## src/rtl/fan_pkg.sv

```systemverilog
// Shared constants, duty clamp and per-channel tach record for the fan controller.
// Purely declarative; no logic, latency or flow control of its own.
package fan_pkg;

   localparam int CLK_HZ        = 25_000_000;
   localparam int PWM_HZ        = 25_000;
   localparam int TACH_BITS_MAX = 16;

   typedef struct packed {
      logic [TACH_BITS_MAX-1:0] count;
      logic                     stall;
   } tach_rec_t;

   // Zero means off; anything else below the floor is raised so the fan still spins.
   function automatic logic [15:0] clamp_duty(input logic [15:0] duty,
                                              input logic [15:0] min_duty);
      if (duty == 16'd0) begin
         return 16'd0;
      end else if (duty < min_duty) begin
         return min_duty;
      end else begin
         return duty;
      end
   endfunction

endpackage

```

## src/rtl/fan_tach_ch.sv

```systemverilog
// One tach channel: 2-flop synchroniser, level debounce and saturating falling-edge counter.
// Latency: input edge to count is 2 + TACH_DEB + 1 clocks; counter clears on win_wrap.
// Backpressure: none, the count is sampled by the parent at each window wrap.
module fan_tach_ch #(
   parameter int TACH_DEB  = 16,
   parameter int TACH_BITS = 12
) (
   input  logic                 clk,
   input  logic                 rst,
   input  logic                 tach_i,
   input  logic                 win_wrap,
   output logic [TACH_BITS-1:0] edge_cnt_o
);

   localparam int DB_W = $clog2(TACH_DEB + 1);

   logic                 sync1_q, sync2_q;
   logic                 lvl_q, lvl_d;
   logic [DB_W-1:0]      deb_q, deb_d;
   logic [TACH_BITS-1:0] cnt_q, cnt_d;
   logic                 fall;

   always_comb begin
      lvl_d = lvl_q;
      deb_d = '0;
      if (sync2_q != lvl_q) begin
         if (deb_q == DB_W'(TACH_DEB - 1)) begin
            lvl_d = sync2_q;
         end else begin
            deb_d = deb_q + 1'b1;
         end
      end
      fall = lvl_q & ~lvl_d;
      // An edge landing on the wrap cycle belongs to the window that starts there.
      if (win_wrap) begin
         cnt_d = TACH_BITS'(fall);
      end else if (fall && (cnt_q != '1)) begin
         cnt_d = cnt_q + 1'b1;
      end else begin
         cnt_d = cnt_q;
      end
   end

   always_ff @(posedge clk) begin
      if (rst) begin
         sync1_q <= 1'b0;
         sync2_q <= 1'b0;
         lvl_q   <= 1'b0;
         deb_q   <= '0;
         cnt_q   <= '0;
      end else begin
         sync1_q <= tach_i;
         sync2_q <= sync1_q;
         lvl_q   <= lvl_d;
         deb_q   <= deb_d;
         cnt_q   <= cnt_d;
      end
   end

   assign edge_cnt_o = cnt_q;

endmodule

```

## src/rtl/fan_ctrl_mc.sv

```systemverilog
// Multi-channel fan PWM generator with windowed tach counting and stall flags; FAN_FAILSAFE_EN adds a watchdog that forces full speed.
// Latency: duty write visible on duty_o after 1 clock, on pwm_o from the next period; tach_upd_o 1 clock after window wrap.
// Backpressure: none, writes are always accepted (out-of-range channel writes dropped).
module fan_ctrl_mc
   import fan_pkg::*;
#(
   parameter int NUM_CH       = 3,
   parameter int PWM_BITS     = 8,
   parameter int PWM_PERIOD   = CLK_HZ / PWM_HZ,
   parameter int MIN_DUTY     = 51,
   parameter int RST_DUTY     = (1 << PWM_BITS) - 1,
   parameter int TACH_DEB     = 16,
   parameter int TACH_WIN_CYC = CLK_HZ,
   parameter int TACH_BITS    = 12,
   parameter int STALL_MIN    = 2,
   parameter int WDOG_WIN     = 4,
   localparam int CH_W        = (NUM_CH > 1) ? $clog2(NUM_CH) : 1
) (
   input  logic                          CPLD_CLK_25M,
   input  logic                          CPLD_RST,
   input  logic                          wr_en,
   input  logic [CH_W-1:0]               wr_ch,
   input  logic [PWM_BITS-1:0]           wr_duty,
   input  logic [NUM_CH-1:0]             tach_i,
   output logic [NUM_CH-1:0]             pwm_o,
   output logic [NUM_CH*PWM_BITS-1:0]    duty_o,
   output logic [NUM_CH*TACH_BITS-1:0]   tach_cnt_o,
   output logic                          tach_upd_o,
   output logic [NUM_CH-1:0]             stall_o,
   output logic                          fail_o
);

   localparam int PC_W  = $clog2(PWM_PERIOD);
   localparam int WC_W  = $clog2(TACH_WIN_CYC);
   localparam int MUL_W = PWM_BITS + PC_W;
   localparam logic [TACH_BITS_MAX-1:0] CNT_MAX = TACH_BITS_MAX'((1 << TACH_BITS) - 1);

   logic [PC_W-1:0]      pwm_cnt_q, pwm_cnt_d;
   logic [WC_W-1:0]      win_cnt_q, win_cnt_d;
   logic                 pwm_wrap, win_wrap, wr_acc;
   logic                 upd_q, upd_d;
   logic                 force_pwm;
   logic [PWM_BITS-1:0]  duty_q [NUM_CH];
   logic [PWM_BITS-1:0]  duty_d [NUM_CH];
   logic [PWM_BITS-1:0]  per_duty_q [NUM_CH];
   logic [PWM_BITS-1:0]  per_duty_d [NUM_CH];
   tach_rec_t            rec_q [NUM_CH];
   tach_rec_t            rec_d [NUM_CH];
   logic [TACH_BITS-1:0] edge_cnt [NUM_CH];
   logic [NUM_CH-1:0]    pwm_q, pwm_d, stall_d;
   logic [MUL_W-1:0]     prod_v, thr_v;

   for (genvar ch = 0; ch < NUM_CH; ch++) begin : g_tach
      fan_tach_ch #(
         .TACH_DEB  (TACH_DEB),
         .TACH_BITS (TACH_BITS)
      ) u_tach (
         .clk        (CPLD_CLK_25M),
         .rst        (CPLD_RST),
         .tach_i     (tach_i[ch]),
         .win_wrap   (win_wrap),
         .edge_cnt_o (edge_cnt[ch])
      );
   end

   always_comb begin
      pwm_wrap  = (pwm_cnt_q == PC_W'(PWM_PERIOD - 1));
      win_wrap  = (win_cnt_q == WC_W'(TACH_WIN_CYC - 1));
      pwm_cnt_d = pwm_wrap ? '0 : pwm_cnt_q + 1'b1;
      win_cnt_d = win_wrap ? '0 : win_cnt_q + 1'b1;
      upd_d     = win_wrap;
      wr_acc    = wr_en && ({1'b0, wr_ch} < (CH_W + 1)'(NUM_CH));
      prod_v    = '0;
      thr_v     = '0;
      pwm_d     = '0;
      stall_d   = '0;
      for (int ch = 0; ch < NUM_CH; ch++) begin
         duty_d[ch] = duty_q[ch];
         if (wr_acc && (wr_ch == CH_W'(ch))) begin
            duty_d[ch] = PWM_BITS'(clamp_duty(16'(wr_duty), 16'(MIN_DUTY)));
         end
         // Duty is only sampled at the period boundary, so no runt pulses.
         per_duty_d[ch] = pwm_wrap ? duty_d[ch] : per_duty_q[ch];
         prod_v    = MUL_W'(per_duty_d[ch]) * MUL_W'(PWM_PERIOD);
         thr_v     = prod_v >> PWM_BITS;
         pwm_d[ch] = force_pwm || (per_duty_d[ch] == '1) || (MUL_W'(pwm_cnt_d) < thr_v);

         rec_d[ch] = rec_q[ch];
         if (win_wrap) begin
            rec_d[ch].count = TACH_BITS_MAX'(edge_cnt[ch]);
            rec_d[ch].stall = (edge_cnt[ch] < TACH_BITS'(STALL_MIN));
         end
         if (duty_d[ch] == '0) begin
            rec_d[ch].stall = 1'b0;
         end
         stall_d[ch] = rec_d[ch].stall;
      end
   end

   always_ff @(posedge CPLD_CLK_25M) begin
      if (CPLD_RST) begin
         pwm_cnt_q <= '0;
         win_cnt_q <= '0;
         upd_q     <= 1'b0;
         pwm_q     <= '1;
         for (int ch = 0; ch < NUM_CH; ch++) begin
            duty_q[ch]     <= PWM_BITS'(RST_DUTY);
            per_duty_q[ch] <= PWM_BITS'(RST_DUTY);
            rec_q[ch]      <= '0;
         end
      end else begin
         pwm_cnt_q <= pwm_cnt_d;
         win_cnt_q <= win_cnt_d;
         upd_q     <= upd_d;
         pwm_q     <= pwm_d;
         for (int ch = 0; ch < NUM_CH; ch++) begin
            duty_q[ch]     <= duty_d[ch];
            per_duty_q[ch] <= per_duty_d[ch];
            rec_q[ch]      <= rec_d[ch];
         end
      end
   end

`ifdef FAN_FAILSAFE_EN
   localparam int WD_W = $clog2(WDOG_WIN + 1);

   logic [WD_W-1:0] wdog_q, wdog_d;
   logic            fail_q, fail_d;

   always_comb begin
      wdog_d = wdog_q;
      if (wr_acc) begin
         wdog_d = '0;
      end else if (win_wrap && (wdog_q != WD_W'(WDOG_WIN))) begin
         wdog_d = wdog_q + 1'b1;
      end
      // Sets as soon as a cause appears; only a clean window end releases it.
      if ((|stall_d) || (wdog_d == WD_W'(WDOG_WIN))) begin
         fail_d = 1'b1;
      end else if (win_wrap) begin
         fail_d = 1'b0;
      end else begin
         fail_d = fail_q;
      end
   end

   always_ff @(posedge CPLD_CLK_25M) begin
      if (CPLD_RST) begin
         wdog_q <= '0;
         fail_q <= 1'b0;
      end else begin
         wdog_q <= wdog_d;
         fail_q <= fail_d;
      end
   end

   assign force_pwm = fail_q;
   assign fail_o    = fail_q;
`else
   assign force_pwm = 1'b0;
   assign fail_o    = 1'b0;
`endif

   always_comb begin
      duty_o     = '0;
      tach_cnt_o = '0;
      stall_o    = '0;
      for (int ch = 0; ch < NUM_CH; ch++) begin
         duty_o[ch*PWM_BITS +: PWM_BITS] = duty_q[ch];
         tach_cnt_o[ch*TACH_BITS +: TACH_BITS] =
            (rec_q[ch].count > CNT_MAX) ? '1 : rec_q[ch].count[TACH_BITS-1:0];
         stall_o[ch] = rec_q[ch].stall;
      end
   end

   assign pwm_o      = pwm_q;
   assign tach_upd_o = upd_q;

endmodule
```

## config.mk

```make
export PLATFORM = sky130hd
export DESIGN_NAME = fan_ctrl_mc
export DESIGN_NICKNAME = d
export VERILOG_FILES = /design/src/rtl/fan_pkg.sv /design/src/rtl/fan_tach_ch.sv /design/src/rtl/fan_ctrl_mc.sv
export SDC_FILE = /design/constraint.sdc
export NUM_CORES = 1
export LEC_CHECK = 0
export ABC_AREA = 1
export CAP_MARGIN = 20
export CORE_ASPECT_RATIO = 2
export CORE_MARGIN = 1.5
export CORE_UTILIZATION = 40
export CTS_CLUSTER_SIZE = 20
export DETAILED_ROUTE_END_ITERATION = 12
export SLEW_MARGIN = 20
export SYNTH_ARGS = -nofsm -noshare
export SYNTH_HDL_FRONTEND = slang
export SYNTH_SLANG_ARGS = --single-unit
```

## constraint.sdc

```tcl
create_clock -name CPLD_CLK_25M -period 20.4 [get_ports CPLD_CLK_25M]
set_input_delay 6.12 -clock CPLD_CLK_25M [delete_from_list [all_inputs] [get_ports CPLD_CLK_25M]]
set_output_delay 6.12 -clock CPLD_CLK_25M [all_outputs]
set_load 0.005 [all_outputs]
```

==> impl_metrics.json, run 1 <==
{
  "maxSlewViolCount": 0,
  "yosys.area_share.simple_pct": 22.9,
  "grt_pass1_vias": 11000,
  "layout_common_cells": "nand2_1 (322), inv_1 (261), dfxtp_1 (186)",
  "port_buffers": 82,
  "cts_root_buf": "clkbuf_16",
  "layout_commonest_cell": "nand2_1",
  "ys_types": 50,
  "cpMostUsedCell": "nand2_1",
  "syn-cell-area_um2": 12500,
  "cts_setup_buffers": 0,
  "antenna_found_initial": 0,
  "cp_slowest_stage_delay_ns": 0.84,
  "drt_iter0_drc": 434,
  "clkTransAtPathRegs_ns": 0.08,
  "worst_pin_slew_ns": 1.09,
  "rsz0062_at_grt": "false",
  "max-vdd-ir-drop_mv": 0.0575,
  "synth-seq-cells": 186,
  "synth-edff-count": 0,
  "path_class": "in -> reg",
  "switching_power_mw": 0.186,
  "skew_ns": 0.0120,
  "p_comb_share_pct": 4.9,
  "dp.cells": 2097,
  "drive_gt1_share_pct": 6.31,
  "grt_start_max_net_pins": 56,
  "path_max_fanout": 6,
  "muxShareOfSynthArea_pct": 0,
  "max_cap_violations": 0,
  "vias_per_cell": 5.00,
  "netlist_instances": 1619,
  "clkPwrFrac_pct": 46.8,
  "hold_path.class": "reg -> reg",
  "cp.arrival_ns": 12.63,
  "nFillCells": 3093,
  "rows": 91,
  "ys.flop_type": "dfxtp_1",
  "cts.repair.resized": 0,
  "routed_wl_mm": 32.5,
  "initial_core_util_pct": 40.6,
  "synth_compound_area_share_pct": 11.1,
  "place_area_um2": 13800,
  "crit_required_ns": 20.75,
  "area_delta_synth_final_pct": 15.3,
  "switching_share_pct": 24.3,
  "cts_tree": "yes",
  "start_kind": "input pin",
  "p_leak_nw": 6.55,
  "setup_tns_ns": 0,
  "endpoint_kind": "flip-flop",
  "ant_nets": 0,
  "synth_top_family_by_area": "adder cells",
  "drtPass1Iterations": 5,
  "core_um2": 30900,
  "synth-xor-area-share_pct": 3.08,
  "syn_nets": 1839,
  "synthAdderAreaFrac_pct": 23.9,
  "diodes": 0,
  "power_frac_seq_pct": 48.3,
  "cpMaxStageDelayCell": "o21ai_0",
  "fmax_mhz": 81.5,
  "status": "completed",
  "die_w_um": 128,
  "dieArea_um2": 32400,
  "overflow": 0,
  "cp_top_family": "adder cells",
  "numCtsBuffers": 17,
  "wl_per_cell_um": 15.3,
  "fin_util_pct": 46.8,
  "path_buf_inv": 5,
  "cts_buffer_depth": 2,
  "via_count": 10600,
  "fin_crit_ns": 12.28,
  "grt_first_pass_wirelength_mm": 53.5,
  "pin_count": 84,
  "drc": 0,
  "hold_violations": 0,
  "layout.nets": 1918,
  "power.total_mw": 0.766,
  "place_congestion": 0.913,
  "fin_area_um2": 14400,
  "die_h_um": 253,
  "cts_hold_buffers": 0,
  "post-route-period-util_pct": 60.2,
  "relSlewSlack_pct": 26.9,
  "grtUsageTotal_pct": 21.3,
  "synth_warnings": 0,
  "dp_hpwl_mm": 26.7,
  "intPower_mw": 0.580,
  "h-tree-depth": 4,
  "instances_no_fill": 2129,
  "postSynthAreaPerCell_um2": 7.74,
  "clk_latency_ns": 0.45,
  "async_flop_share_pct": 0,
  "powerDensity_nw_per_um2": 53.0,
  "synth-seq-area-share_pct": 29.7,
  "cts_sinks": 186,
  "setup_viol": 0
}
-- path summary, 6_finish.rpt --
kind	start	endpoint	slack, ns	cells after the start
worst max register to register	pwm_cnt_q[1]$_SDFF_PP0_	pwm_o[0]$_SDFF_PP1_	13.58	23
worst min register to register	g_tach[2].u_tach.sync1_q$_SDFF_PP0_	g_tach[2].u_tach.sync2_q$_SDFF_PP0_	0.41	2
worst min-delay path	g_tach[2].u_tach.sync1_q$_SDFF_PP0_	g_tach[2].u_tach.sync2_q$_SDFF_PP0_	0.41	2
worst max-delay path	wr_duty[2]	pwm_o[1]$_SDFF_PP1_	8.12	28
-- power by group through the flow --
stage / Clock (mW) / Sequential, mW / Combinational, mW
after floorplan: 0 / 0.378 / 0.0208
after global placement: 0 / 0.378 / 0.0373
after detailed placement: 0 / 0.378 / 0.0376
after CTS: 0.366 / 0.370 / 0.0378
after global routing: 0.380 / 0.370 / 0.0420
final: 0.359 / 0.370 / 0.0373
-- sequential cells by signal (all words and copies together), names as in the netlist, 3 cells and up --
name,cells
pwm_o,3
duty_q,24
g_tach.u_tach.sync2_q,3
win_cnt_q,25
g_tach.u_tach.sync1_q,3
g_tach.u_tach.deb_q,15
g_tach.u_tach.edge_cnt_o,36
g_tach.u_tach.lvl_q,3
per_duty_q,24
rec_q,39
pwm_cnt_q,10
-- stage by stage --
stage	hold slack (ns)	worst slack [ns]
finish	0.410	8.12
global route	0.434	7.57
CTS	0.416	8.06
detailed placement	0.406	7.59
global placement	0.396	7.68
floorplan	0.388	8.85
-- cells by family after synthesis --
family                   count (synthesis)
AND/OR/NAND/NOR                        640
other                                    1
AO/OA/AOI/OAI                          239
adder cells (fa/ha/maj)                204
buffers and inverters                  305
XOR/XNOR                                44
flip-flops                             186
-- cell usage after synthesis, types with 2 or more instances --
cell type,count,area [µm²]
ha_1,146,1830
nand3_2,3,30.0
a221oi_1,3,26.3
nor3_4,3,48.8
nor3_2,4,40.0
o21ai_0,88,440
a21oi_2,4,35.0
nor2_1,109,409
nor3b_1,4,30.0
nand2_2,18,113
a22o_1,7,61.3
nor4_1,18,113
inv_2,11,41.3
or2_2,12,75.1
dfxtp_1,186,3720
nand2_1,322,1210
clkbuf_1,22,82.6
fa_1,58,1160
o31ai_1,3,22.5
o211ai_1,3,22.5
a21oi_1,87,435
nand3_1,57,285
nand3b_1,3,22.5
xnor2_1,12,105
xor2_1,32,280
inv_1,263,987
nor2_2,5,31.3
o221a_2,3,33.8
o21a_1,10,75.1
nor3_1,45,225
and2_1,2,12.5
o21bai_1,9,67.6
buf_1,2,7.51
buf_2,5,25.0
a21o_1,2,15.0
a211oi_1,8,60.1
a32o_1,2,20.0
a21boi_1,4,30.0
a32oi_1,2,17.5
nand4_1,32,200
-- worst min-delay path: stages, from the launching register on --
cell and delay (ns):
dfxtp_1 0.30, inv_1 0.04, nor2_1 0.03
-- layer usage --
metal  GRT usage (%)  share of wire (%)  routed length, µm
met1            20.1                 36              11700
met2            42.9                 57              18400
met3            2.47                2.1                685
met4            12.1                5.3               1730
met5               0                  0                  0
-- final cells by class --
cell class / count / area, µm² / area share (%)
inverters: 274 / 1030 / 7.12
clock buffers: 18 / 429 / 2.97
repair buffers: 91 / 888 / 6.15
well taps: 418 / 523 / 3.62
clock inverters: 14 / 205 / 1.42
multi-input cells: 1128 / 7640 / 52.9
flip-flops and latches: 186 / 3720 / 25.8
Power figures use the tool's default switching activity.
==> run 2, diff against run 1 <==
==> constraint.sdc (replaced) <==
create_clock -name CPLD_CLK_25M -period 12.73 [get_ports CPLD_CLK_25M]
set_input_delay 3.819 -clock CPLD_CLK_25M [delete_from_list [all_inputs] [get_ports CPLD_CLK_25M]]
set_output_delay 3.819 -clock CPLD_CLK_25M [all_outputs]
set_load 0.005 [all_outputs]
==> run 2 against run 1 <==
  * Wire length rose by 0.77%
  * Worst setup slack got worse by 5.4 ns
  * Sequential power rose by 60%
  * Total power rose by 58%
  * Die area did not move
  * Flip-flop and latch count did not move
  * Clock skew fell by 0.00054 ns
  * Via count rose by 0.30%
  * Critical endpoint is now pwm_o[0]$_SDFF_PP1_
  * Largest cell class unchanged
==> impl_metrics.json, run 2 (synthesis gave the netlist of run 1 again) <==
{
  "cp.arrival_ns": 10.37,
  "layout_common_cells": "nand2_1 (322), inv_1 (261), dfxtp_1 (186)",
  "cp_top_family": "adder cells",
  "cp_slowest_stage_delay_ns": 0.67,
  "rsz0062_at_grt": "false",
  "grt_first_pass_wirelength_mm": 53.6,
  "numCtsBuffers": 17,
  "grtUsageTotal_pct": 21.4,
  "max-vdd-ir-drop_mv": 0.102,
  "cts_setup_buffers": 0,
  "diodes": 0,
  "rrSetupSlack_ns": 5.84,
  "clk_latency_ns": 0.46,
  "drt_iter0_drc": 436,
  "largest_register_ff_count": 39,
  "vias_per_cell": 5.02,
  "ant_nets": 0,
  "path_max_fanout": 5,
  "layout_commonest_cell": "nand2_1",
  "drtPass1Iterations": 5,
  "top_register": "rec_q",
  "cts_root_buf": "clkbuf_16",
  "max_cap_violations": 0,
  "place_congestion": 0.902,
  "area_delta_synth_final_pct": 15.1,
  "rows": 91,
  "ff2ff_path_depth": 23,
  "fin_util_pct": 46.7,
  "drive_gt1_share_pct": 6.32,
  "drc": 0,
  "grt_pass1_vias": 11000,
  "hold_path_end": "g_tach[2].u_tach.sync2_q$_SDFF_PP0_",
  "reg2reg_to": "pwm_o[0]$_SDFF_PP1_",
  "start_kind": "input pin",
  "worst_pin_slew_ns": 1.05,
  "cts_tree": "yes",
  "status": "completed",
  "relSlewSlack_pct": 29.4,
  "holdPathStages": 2,
  "cpMaxStageDelayCell": "o21ai_0",
  "setup_viol": 0,
  "path_class": "in -> reg",
  "initial_core_util_pct": 40.6,
  "port_buffers": 82,
  "pin_count": 84,
  "core_um2": 30900,
  "dp_hpwl_mm": 26.7,
  "crit_required_ns": 13.09,
  "dieArea_um2": 32400,
  "cts.repair.resized": 0,
  "routed_wl_mm": 32.8,
  "via_count": 10700,
  "layout.nets": 1917,
  "setup_tns_ns": 0,
  "fmax_mhz": 99.9,
  "nFillCells": 3077,
  "cpMostUsedCell": "nand2_1",
  "overflow": 0,
  "die_w_um": 128,
  "r2r_start": "pwm_cnt_q[1]$_SDFF_PP0_",
  "endpoint_kind": "flip-flop",
  "skew_ns": 0.0115,
  "hold_violations": 0,
  "cts_buffer_depth": 2,
  "hold_path.class": "reg -> reg",
  "antenna_found_initial": 0,
  "cts_hold_buffers": 0,
  "p_leak_nw": 6.53,
  "clkTransAtPathRegs_ns": 0.08,
  "die_h_um": 253,
  "hp-start": "g_tach[2].u_tach.sync1_q$_SDFF_PP0_",
  "wl_per_cell_um": 15.4,
  "grt_start_max_net_pins": 60,
  "maxSlewViolCount": 0,
  "cts_sinks": 186,
  "fin_crit_ns": 10.01,
  "path_buf_inv": 5,
  "h-tree-depth": 4,
  "powerDensity_nw_per_um2": 84.0,
  "post-route-period-util_pct": 78.6
}
-- run 2: cell types whose count changed in the layout (fill, tap and decap cells not counted), moves of 2 or more --
| cell | delta |
|---|---|
| inv_8 | -3 |
| clkinv_4 | -2 |
| inv_6 | +4 |
| bufinv_16 | -2 |
| clkinv_8 | +3 |
-- run 2: power by group --
part | internal [mW] | switching, mW
sequential | 0.588 | 0.00477
combinational | 0.0218 | 0.0375
clock | 0.285 | 0.275
-- run 2: worst register-to-register path, cell delays in order (launching register included) --
cell and delay (ns):
dfxtp_1 0.34, ha_1 0.19, nand2_1 0.12, inv_1 0.14, nand3_2 0.59, o21ai_0 0.94
inv_1 0.27, fa_1 0.58, fa_1 0.45, fa_1 0.50, fa_1 0.51, inv_1 0.04
ha_1 0.33, a21oi_1 0.25, o21ai_0 0.17, a221oi_1 0.34, nand2_1 0.09, nand2_1 0.06
nand2_1 0.05, ha_1 0.31, nand4_1 0.14, o221a_2 0.27, nand2_1 0.06, nand2_1 0.05
-- run 2: how the worst max path moves through the flow --
stage	from	cells after the start	slack, ns	to
6_report	wr_duty[2]	29	2.72	pwm_o[0]$_SDFF_PP1_
5_1_grt	wr_duty[2]	30	2.34	pwm_o[0]$_SDFF_PP1_
4_1_cts	wr_ch[1]	24	2.63	pwm_o[0]$_SDFF_PP1_
3_5_place_dp	wr_ch[1]	24	2.17	pwm_o[0]$_SDFF_PP1_
3_3_place_gp	wr_duty[2]	29	2.31	pwm_o[1]$_SDFF_PP1_
2_1_floorplan	wr_en	25	3.48	pwm_o[0]$_SDFF_PP1_
-- run 2: metrics by stage --
stage / power [mW] / std cells / setup WS (ns) / hold WS [ns] / cell area [µm²]
final: 1.21 / 2128 / 2.72 / 0.409 / 14400
after global placement: 0.666 / 2096 / 2.31 / 0.396 / 13800
after floorplan: 0.638 / 1619 / 3.48 / 0.388 / 12500
after CTS: 1.23 / 2128 / 2.63 / 0.416 / 14400
after detailed placement: 0.666 / 2096 / 2.17 / 0.404 / 13800
after global routing: 1.26 / 2128 / 2.34 / 0.440 / 14400
-- run 2: final cells by class --
cell class / count / area (µm²) / share of cell area [%]
clock inverter: 15 / 194 / 1.34
clock buffer: 17 / 425 / 2.95
inverter: 274 / 1030 / 7.13
timing repair buffer: 90 / 881 / 6.11
multi-input combinational: 1128 / 7640 / 53.0
tap: 418 / 523 / 3.63
sequential: 186 / 3720 / 25.8
-- run 2: metal layers --
layer  share of wire, %  up-vias  GRT usage (%)
met1                 35     4975           19.9
met5                  0        -              0
li1                   -     5399              -
met4                5.5        0           12.1
met2                 56      215           43.1
met3                2.9       90           3.00
==> run 3, diff against run 2 <==
==> constraint.sdc (replaced) <==
create_clock -name CPLD_CLK_25M -period 9 [get_ports CPLD_CLK_25M]
set_input_delay 2.7 -clock CPLD_CLK_25M [delete_from_list [all_inputs] [get_ports CPLD_CLK_25M]]
set_output_delay 2.7 -clock CPLD_CLK_25M [all_outputs]
set_load 0.005 [all_outputs]
==> run 3 against run 2 <==
  * Clock-buffer cell count rose by 1
  * Total power up 41%
  * Clock skew is essentially flat
  * Core utilization rose by 0.40 points
  * Critical path type unchanged
  * Critical endpoint is now pwm_o[1]$_SDFF_PP1_
  * Largest cell class unchanged
  * Largest power group unchanged
==> impl_metrics.json, run 3 (synthesis gave the netlist of run 1 again) <==
{
  "endpoint_kind": "flip-flop",
  "hold_violations": 0,
  "cp.arrival_ns": 8.71,
  "grt_first_pass_wirelength_mm": 54.1,
  "layout_common_cells": "nand2_1 (322), inv_1 (261), dfxtp_1 (186)",
  "hold_path.class": "reg -> reg",
  "max_cap_violations": 0,
  "numCtsBuffers": 17,
  "post-route-period-util_pct": 92.8,
  "r2r_start": "pwm_cnt_q[0]$_SDFF_PP0_",
  "path_class": "in -> reg",
  "drc": 0,
  "layout_commonest_cell": "nand2_1",
  "nFillCells": 3151,
  "ff2ff_path_depth": 29,
  "initial_core_util_pct": 40.6,
  "overflow": 0,
  "dp.cells": 2113,
  "cts_setup_buffers": 0,
  "start_kind": "input pin",
  "reg2reg_to": "pwm_o[0]$_SDFF_PP1_",
  "area_delta_synth_final_pct": 16.1,
  "startpoint": "wr_duty[2]",
  "rows": 91,
  "cts_buffer_depth": 2,
  "worst_pin_slew_ns": 1.01,
  "via_count": 10800,
  "crit_end": "pwm_o[1]$_SDFF_PP1_",
  "cpMostUsedCell": "nand2_1",
  "skew_ns": 0.0119,
  "cp_slowest_stage_delay_ns": 0.57,
  "die_h_um": 253,
  "dp_hpwl_mm": 27.0,
  "cpMaxStageDelayCell": "fa_1",
  "p_leak_nw": 6.60,
  "drt_iter0_drc": 524,
  "relSlewSlack_pct": 32.3,
  "dieArea_um2": 32400,
  "antenna_found_initial": 0,
  "setup_viol": 0,
  "die_w_um": 128,
  "maxSlewViolCount": 0,
  "grtUsageTotal_pct": 21.6,
  "h-tree-depth": 4,
  "pin_count": 84,
  "setup_tns_ns": 0,
  "drtPass1Iterations": 6,
  "path_max_fanout": 5,
  "cts_root_buf": "clkbuf_16",
  "vias_per_cell": 5.04,
  "timing.hold.ws_ns": 0.407,
  "rrSetupSlack_ns": 2.24,
  "instances_no_fill": 2145,
  "drive_gt1_share_pct": 7.18,
  "holdPathStages": 2,
  "clkTransAtPathRegs_ns": 0.08,
  "top_register": "rec_q",
  "grt_start_max_net_pins": 60,
  "cts.repair.resized": 0,
  "largest_register_ff_count": 39,
  "powerDensity_nw_per_um2": 117,
  "rsz0062_at_grt": "false",
  "diodes": 0,
  "fin_util_pct": 47.1,
  "crit_required_ns": 9.36,
  "cts_tree": "yes",
  "status": "completed",
  "core_um2": 30900,
  "cts_hold_buffers": 0,
  "clk_latency_ns": 0.46,
  "fin_crit_ns": 8.35,
  "place_congestion": 0.905,
  "ant_nets": 0,
  "max-vdd-ir-drop_mv": 0.136,
  "grt_pass1_vias": 11000,
  "layout.nets": 1934,
  "fmax_mhz": 120,
  "cts_sinks": 186,
  "routed_wl_mm": 32.9,
  "wl_per_cell_um": 15.4,
  "port_buffers": 82
}
-- run 3: per-stage QoR --
stage               total power, mW  setup WS (ns)  cell area (µm²)
floorplan                     0.903          0.870            12500
global placement              0.943          0.272            13900
detailed placement            0.944          0.163            13900
CTS                            1.73          0.640            14500
global route                   1.76          0.237            14500
finish                         1.71          0.648            14500
-- run 3: where the power goes --
part | switching, mW | total [mW] | internal (mW)
combinational | 0.0541 | 0.0855 | 0.0314
clock | 0.376 | 0.782 | 0.406
sequential | 0.00695 | 0.839 | 0.832
-- run 3: final cells by class --
type                            instances  area [µm²]  share of cell area (%)
Tap cell                              418         523                    3.60
Timing Repair Buffer                  107        1010                    6.93
Inverter                              274        1030                    7.07
Clock inverter                         14         181                    1.25
Clock buffer                           18         439                    3.02
Multi-Input combinational cell       1128        7640                    52.5
Sequential cell                       186        3720                    25.6
-- run 3: metal layers --
| metal | vias to the layer above | global-route usage, % | routed length [µm] |
|---|---|---|---|
| met1 | 5035 | 20.4 | 11700 |
| met2 | 214 | 42.0 | 18200 |
| met5 | - | 0 | 0 |
| met3 | 104 | 3.17 | 838 |
| met4 | 0 | 14.2 | 2180 |
| li1 | 5451 | - | - |
-- run 3: worst max-delay path: cells and delay by family --
family / cells / cell delay (ns)
AOI/OAI and AO/OA: 5 / 1.38
and+or+nand+nor: 13 / 1.23
adders and majority gates: 6 / 2.49
buffers and inverters: 5 / 0.90
-- run 3: worst min-delay path by stage --
stage / from / endpoint
2_1_floorplan: g_tach[0].u_tach.sync1_q$_SDFF_PP0_ / g_tach[0].u_tach.sync2_q$_SDFF_PP0_
3_3_place_gp: g_tach[2].u_tach.sync1_q$_SDFF_PP0_ / g_tach[2].u_tach.sync2_q$_SDFF_PP0_
3_5_place_dp: g_tach[2].u_tach.sync1_q$_SDFF_PP0_ / g_tach[2].u_tach.sync2_q$_SDFF_PP0_
4_1_cts: g_tach[2].u_tach.sync1_q$_SDFF_PP0_ / g_tach[2].u_tach.sync2_q$_SDFF_PP0_
5_1_grt: g_tach[2].u_tach.sync1_q$_SDFF_PP0_ / g_tach[2].u_tach.sync2_q$_SDFF_PP0_
6_report: g_tach[2].u_tach.sync1_q$_SDFF_PP0_ / g_tach[2].u_tach.sync2_q$_SDFF_PP0_
